File: config.mk
export PLATFORM = sky130hd
export DESIGN_NAME = uart_rx_param
export DESIGN_NICKNAME = d
export VERILOG_FILES = /design/src/rtl/uart_rx_param.sv
export SDC_FILE = /design/constraint.sdc
export NUM_CORES = 1
export LEC_CHECK = 0
export CELL_PAD_IN_SITES_DETAIL_PLACEMENT = 1
export CELL_PAD_IN_SITES_GLOBAL_PLACEMENT = 1
export CORE_MARGIN = 4
export CORE_UTILIZATION = 35
export CTS_BUF_LIST = sky130_fd_sc_hd__clkbuf_4 sky130_fd_sc_hd__clkbuf_8
export CTS_CLUSTER_DIAMETER = 120
export DETAILED_ROUTE_END_ITERATION = 8
export PLACE_DENSITY = 0.6
export RECOVER_POWER = 25
export SETUP_SLACK_MARGIN = 0.15
export SLEW_MARGIN = 20
export SYNTH_ARGS = -nofsm -noshare
export SYNTH_HDL_FRONTEND = slang
export SYNTH_SLANG_ARGS = --single-unit
File: constraint.sdc
create_clock -name clk -period 3.95 [get_ports clk]
set_input_delay 0.79 -clock clk [delete_from_list [all_inputs] [get_ports clk]]
set_output_delay 0.79 -clock clk [all_outputs]
set_load 0.02 [all_outputs]
File: src/rtl/uart_rx_param.sv
// uart_rx_param: parametrised UART receiver.
//   rxd -> 2-flop synchroniser -> fractional baud tick generator ->
//   3-sample majority vote at mid-bit -> frame FSM -> single-entry
//   valid/ready holding register with framing/parity/break/overrun pulses.
// Optional feature macro: UART_RX_PARITY_EN (adds one parity bit after the
// data bits, checked against PARITY_ODD). Undefined: no parity bit and
// parity_err is tied low.
module uart_rx_param #(
    parameter int CLK_FREQ   = 25000000,
    parameter int BAUD       = 9600,
    parameter int OVERSAMPLE = 16,
    parameter int DATA_BITS  = 8,
    parameter int STOP_BITS  = 1,
    parameter int PARITY_ODD = 0
) (
    input  logic                 clk,
    input  logic                 rst,
    input  logic                 rxd,
    output logic [DATA_BITS-1:0] rx_data,
    output logic                 rx_valid,
    input  logic                 rx_ready,
    output logic                 frame_err,
    output logic                 parity_err,
    output logic                 break_det,
    output logic                 overrun
);

    localparam int             CW        = $clog2(OVERSAMPLE);
    localparam logic [31:0]    INC       = 32'(BAUD * OVERSAMPLE);
    localparam logic [31:0]    CLK_Q     = 32'(CLK_FREQ);
    localparam logic [CW-1:0]  SAMP0     = CW'(OVERSAMPLE / 2 - 1);
    localparam logic [CW-1:0]  SAMP1     = CW'(OVERSAMPLE / 2);
    localparam logic [CW-1:0]  BITPT     = CW'(OVERSAMPLE / 2 + 1);
    localparam logic [3:0]     LAST_DATA = 4'(DATA_BITS - 1);
    localparam logic [3:0]     LAST_STOP = 4'(STOP_BITS - 1);

    // Elaboration-time parameter sanity checks.
    if (OVERSAMPLE < 8 || OVERSAMPLE > 32 || (OVERSAMPLE & (OVERSAMPLE - 1)) != 0) begin : g_bad_oversample
        $error("uart_rx_param: OVERSAMPLE must be a power of 2 in 8..32");
    end
    if (DATA_BITS < 5 || DATA_BITS > 9) begin : g_bad_data_bits
        $error("uart_rx_param: DATA_BITS must be 5..9");
    end
    if (STOP_BITS < 1 || STOP_BITS > 2) begin : g_bad_stop_bits
        $error("uart_rx_param: STOP_BITS must be 1 or 2");
    end
    if (PARITY_ODD != 0 && PARITY_ODD != 1) begin : g_bad_parity_odd
        $error("uart_rx_param: PARITY_ODD must be 0 or 1");
    end
    if (BAUD * OVERSAMPLE > CLK_FREQ) begin : g_bad_rate
        $error("uart_rx_param: BAUD*OVERSAMPLE must not exceed CLK_FREQ");
    end

    typedef enum logic [2:0] {
        S_IDLE,
        S_START,
        S_DATA,
`ifdef UART_RX_PARITY_EN
        S_PARITY,
`endif
        S_STOP
    } state_t;

    state_t               state_q, state_d;
    logic [31:0]          acc, acc_sum;
    logic                 tick;
    logic                 rx_meta, rs;
    logic [CW-1:0]        cnt;
    logic                 samp0, samp1, maj, bit_point;
    logic [DATA_BITS-1:0] shreg;
    logic [3:0]           bit_cnt;
    logic                 stop_bad, line_seen_high;
    logic                 frame_done, stop_ok, is_break, frame_good;

    // Fractional tick: one tick per OVERSAMPLE-th of a bit on average.
    assign acc_sum = acc + INC;
    assign tick    = (acc_sum >= CLK_Q);

    // Free-running phase accumulator for the oversample tick.
    always_ff @(posedge clk) begin
        // NOTE: sequential state uses non-blocking assignments so every flop
        // samples pre-edge values regardless of statement order.
        if (rst) acc <= '0;
        else     acc <= tick ? (acc_sum - CLK_Q) : acc_sum;
    end

    // Two-flop synchroniser; resets to the idle (high) line level.
    always_ff @(posedge clk) begin
        if (rst) begin
            rx_meta <= 1'b1;
            rs      <= 1'b1;
        end else begin
            rx_meta <= rxd;
            rs      <= rx_meta;
        end
    end

    // Majority of the samples at H-1, H and the live sample at H+1.
    assign maj       = (samp0 & samp1) | (samp0 & rs) | (samp1 & rs);
    assign bit_point = tick && (cnt == BITPT) && (state_q != S_IDLE);

    // Frame result evaluated on the final stop bit point.
    assign stop_ok  = !stop_bad && maj;
    assign is_break = (shreg == '0) && !stop_ok;

    // Frame state register.
    always_ff @(posedge clk) begin
        if (rst) state_q <= S_IDLE;
        else     state_q <= state_d;
    end

    // Next-state logic; frame_done marks the last stop bit point.
    always_comb begin
        // NOTE: defaults first so every path assigns every output and no
        // latch is inferred.
        state_d    = state_q;
        frame_done = 1'b0;
        case (state_q)
            S_IDLE:  if (!rs && line_seen_high) state_d = S_START;
            S_START: if (bit_point) state_d = maj ? S_IDLE : S_DATA;
            S_DATA: begin
                if (bit_point && bit_cnt == LAST_DATA) begin
`ifdef UART_RX_PARITY_EN
                    state_d = S_PARITY;
`else
                    state_d = S_STOP;
`endif
                end
            end
`ifdef UART_RX_PARITY_EN
            S_PARITY: if (bit_point) state_d = S_STOP;
`endif
            S_STOP: begin
                if (bit_point && bit_cnt == LAST_STOP) begin
                    state_d    = S_IDLE;
                    frame_done = 1'b1;
                end
            end
            default: state_d = S_IDLE;
        endcase
    end

    // Bit timing, sampling, shift register and stop-bit bookkeeping.
    always_ff @(posedge clk) begin
        if (rst) begin
            cnt            <= '0;
            samp0          <= 1'b1;
            samp1          <= 1'b1;
            shreg          <= '0;
            bit_cnt        <= '0;
            stop_bad       <= 1'b0;
            line_seen_high <= 1'b0;
        end else begin
            if (state_q == S_IDLE) begin
                cnt <= '0;
                if (rs) line_seen_high <= 1'b1;
            end else if (tick) begin
                cnt <= cnt + 1'b1;
                if (cnt == SAMP0) samp0 <= rs;
                if (cnt == SAMP1) samp1 <= rs;
            end
            if (bit_point) begin
                case (state_q)
                    S_START: begin
                        bit_cnt  <= '0;
                        stop_bad <= 1'b0;
                    end
                    S_DATA: begin
                        shreg   <= {maj, shreg[DATA_BITS-1:1]};
                        bit_cnt <= (bit_cnt == LAST_DATA) ? 4'd0 : bit_cnt + 4'd1;
                    end
                    S_STOP: begin
                        stop_bad <= stop_bad | !maj;
                        bit_cnt  <= bit_cnt + 4'd1;
                    end
                    default: ;
                endcase
            end
            // A broken stop bit means the line may still be low: wait for idle.
            if (frame_done && !stop_ok) line_seen_high <= 1'b0;
        end
    end

`ifdef UART_RX_PARITY_EN
    logic par_bad, parity_err_q;

    // Parity check at the parity bit point; pulse on completion unless break.
    always_ff @(posedge clk) begin
        if (rst) begin
            par_bad      <= 1'b0;
            parity_err_q <= 1'b0;
        end else begin
            if (bit_point && state_q == S_START) par_bad <= 1'b0;
            if (bit_point && state_q == S_PARITY)
                par_bad <= ((^shreg) ^ maj) != (PARITY_ODD != 0);
            parity_err_q <= frame_done && !is_break && par_bad;
        end
    end

    assign parity_err = parity_err_q;
    assign frame_good = stop_ok && !par_bad;
`else
    assign parity_err = 1'b0;
    assign frame_good = stop_ok;
`endif

    // Holding register and error pulses, updated the clk after completion.
    always_ff @(posedge clk) begin
        if (rst) begin
            rx_data   <= '0;
            rx_valid  <= 1'b0;
            frame_err <= 1'b0;
            break_det <= 1'b0;
            overrun   <= 1'b0;
        end else begin
            frame_err <= 1'b0;
            break_det <= 1'b0;
            overrun   <= 1'b0;
            if (rx_valid && rx_ready) rx_valid <= 1'b0;
            if (frame_done) begin
                if (is_break) begin
                    break_det <= 1'b1;
                end else begin
                    if (!stop_ok) frame_err <= 1'b1;
                    if (frame_good) begin
                        if (!rx_valid || rx_ready) begin
                            rx_data  <= shreg;
                            rx_valid <= 1'b1;
                        end else begin
                            overrun <= 1'b1;
                        end
                    end
                end
            end
        end
    end

endmodule
==> results.cfg <==
[outcome]
violations = max-capacitance violations, max-slew violations
status = finished with violations

[worst_setup_path]
critPathBufInv = 2
arrival_ns = 3.72
cp_cell_sequence = inv_1, ha_1, or3_1, a311o_1, or4_1, o32ai_2, a211oi_2, buf_4, nor3_1, nand2b_1, a31oi_1
slowest_stage = or4_1
critPathMaxFanout = 10
critPathTopFamily = simple AND/OR/NAND/NOR gates
worstPathRequired_ns = 4.09
worst_setup_path_start_kind = register
crit_cells = 11
worstSetupPathType = register to register
rr_worst_depth = 11
max_stage_delay_ns = 0.58
end_kind = register

[yosys]
ys_top_cells_by_count = dfxtp_1 (62), nor2_1 (56), nand2_1 (22)
synth_edf_count = 0
yosys_most_used_dff = dfxtp_1
synth.distinct_cells = 60
netlist_area_um2 = 3400
async_flop_share = 0
synth_top_area_share = 0.365
netlist_top_cells_area = dfxtp_1 (37%), mux2i_1 (6.2%), nor2_1 (6.2%), xnor2_1 (5.4%), xor2_1 (4.1%)
synthesis.nets = 415
synth_cells = 403
avgSynthCellArea_um2 = 8.43
yosysSeqAreaShare = 0.365
ys_seq_elements = 62
ys_warn_count = 0
synth_most_common_cell = dfxtp_1
yosysTopAreaCell = dfxtp_1

[grt]
gr-total-overflow = 0
grt_max_degree = 43
grt_pass1_wl_um = 14700
antenna_found_initial = 0
grt_pass1_vias = 3018
track_usage = 0.160

[timing]
finalCritPeriodShare = 0.907
fmax_mhz = 279
relSlewSlack = -0.291
worstMarginPinSlew_ns = 1.94
grt_setup_unrepaired = yes
final_hold_viol_count = 0
setup_slack_ns = 0.366
post-route-min-period_ns = 3.58
finalClockSkew_ns = 0.00972
tns_ns = 0
setup_violations = 0
slew_violations = 43

[cells_and_area]
drive_gt1_frac = 0.0881
syn_to_final_growth_pct = 14.7
fillers = 1121
layout.area.seq_um2 = 1240
nets = 428
diodes = 0
multi_input_area_um2 = 2020

[cts]
cts_made_buffers = 9
cts_buffer_depth = 2
cts_tree = yes
numClockSinks = 62
clkSlewWorstSetupHoldPaths_ns = 0.07
cts-root-buf = clkbuf_8
clock_latency_ns = 0.34
htreeDepth = 3

[detailed_routing]
antenna_left = 0
wl_per_cell_um = 15.5
drt_first_iter_violations = 70
drt-met1-wl_um = 4460
dr.pass1.iters = 4
vias = 2898
top_layer = met4
met2WireLength_um = 3770
drc_errors = 0
routed-wl-met3_um = 200
viasPerCell = 5.28
wl_um = 8530

[place]
pre_cts_ws_ns = 0.280
portBuffers = 15
gp_congestion = 0.773
hpwlAfterDp_um = 6110

[floorplan]
die_h_um = 107
die-area_um2 = 11300
rows = 35
core_um2 = 9330
start_util = 0.364
num_io_pins = 17
die_x_um = 107

[hold_path]
min_path_cells = 1
hold_class = register to register

[pwr]
leakage_uw = 0.00147
power.density_nw_per_um2 = 687
peakVddDrop_v = 0.000289

[job]
max_cap_viol_count = 1
## through the flow
| step | util | hold slack, ns | total power [uW] | cells | instance area (um^2) |
|---|---|---|---|---|---|
| 2_1_floorplan | - | 0.389 | 1780 | 403 | 3400 |
| 3_3_place_gp | 0.392 | 0.402 | 2050 | 532 | 3660 |
| 3_5_place_dp | 0.392 | 0.402 | 2080 | 532 | 3660 |
| 4_1_cts | 0.415 | 0.421 | 2690 | 547 | 3870 |
| 5_1_grt | 0.418 | 0.451 | 2900 | 549 | 3890 |
| 6_report | 0.418 | 0.417 | 2670 | 549 | 3890 |
## cells by family after synthesis
group                      Yosys count  synth area share
adders and majority gates            9            0.0324
and+or+nand+nor                    172             0.261
muxes                               22            0.0652
xor gates and xnor gates            37            0.0954
DFF                                 62             0.365
other                                1           0.00110
AOI/OAI and AO/OA                   64             0.134
buffers and inverters               36            0.0457
## per-layer routing
metal,vias up,track usage
met4,0,0.0411
met5,-,0
met2,28,0.254
met1,1401,0.220
li1,1460,-
met3,9,0.0346
## layout by cell type (no fill, tap or decap), types with 10 or more instances in the layout
cell	n
dlygate4sd3_1	12
nand3_1	11
nand2_1	22
nor3_1	20
nand4_1	11
dfxtp_1	62
o21ai_0	11
xnor2_1	21
mux2i_1	21
buf_4	10
clkbuf_8	12
a21oi_1	13
inv_1	12
xor2_1	16
nor2_1	56
## flip-flops by register name, summed over array words and instances (netlist names), 2 cells and up
name,count
cnt,4
rx_data,8
state_q,2
acc,26
shreg,8
bit_cnt,4
## final cells by class
type                    count  share of cell area
repair buffers             26              0.0572
clock inverters             3              0.0109
flip-flops and latches     62               0.319
inverters                  12              0.0116
multi-input cells         305               0.518
well taps                 129              0.0414
clock buffers              12              0.0424
## worst reg2reg max path: cells and delay by family (launching register included)
kind / cells / cell delay [ns]
AND/OR/NAND/NOR: 4 / 1.62
AO/OA/AOI/OAI: 4 / 0.82
flip-flops: 1 / 0.40
adder cells (fa/ha/maj): 1 / 0.29
buffers and inverters: 2 / 0.27
## path summary, 6_finish.rpt
check / startpoint / to / slack, ns
min reg2reg: rx_meta / rs / 0.42
max reg2reg: acc[12] / bit_cnt[2] / 0.37
min: rx_meta / rs / 0.42
max: acc[12] / bit_cnt[2] / 0.37
## where the power goes
group	switching, uW	total, uW	internal, uW
Clock	252	591	339
Combinational	670	1190	517
Sequential	159	897	738
## repair_timing
action                                  in CTS  in global routing
resized for setup                            0                  4
buffers inserted                             0                  2
endpoints found under the setup margin       0                 29
hold buffers                                 0                  0
(Power assumes the default switching activity.)
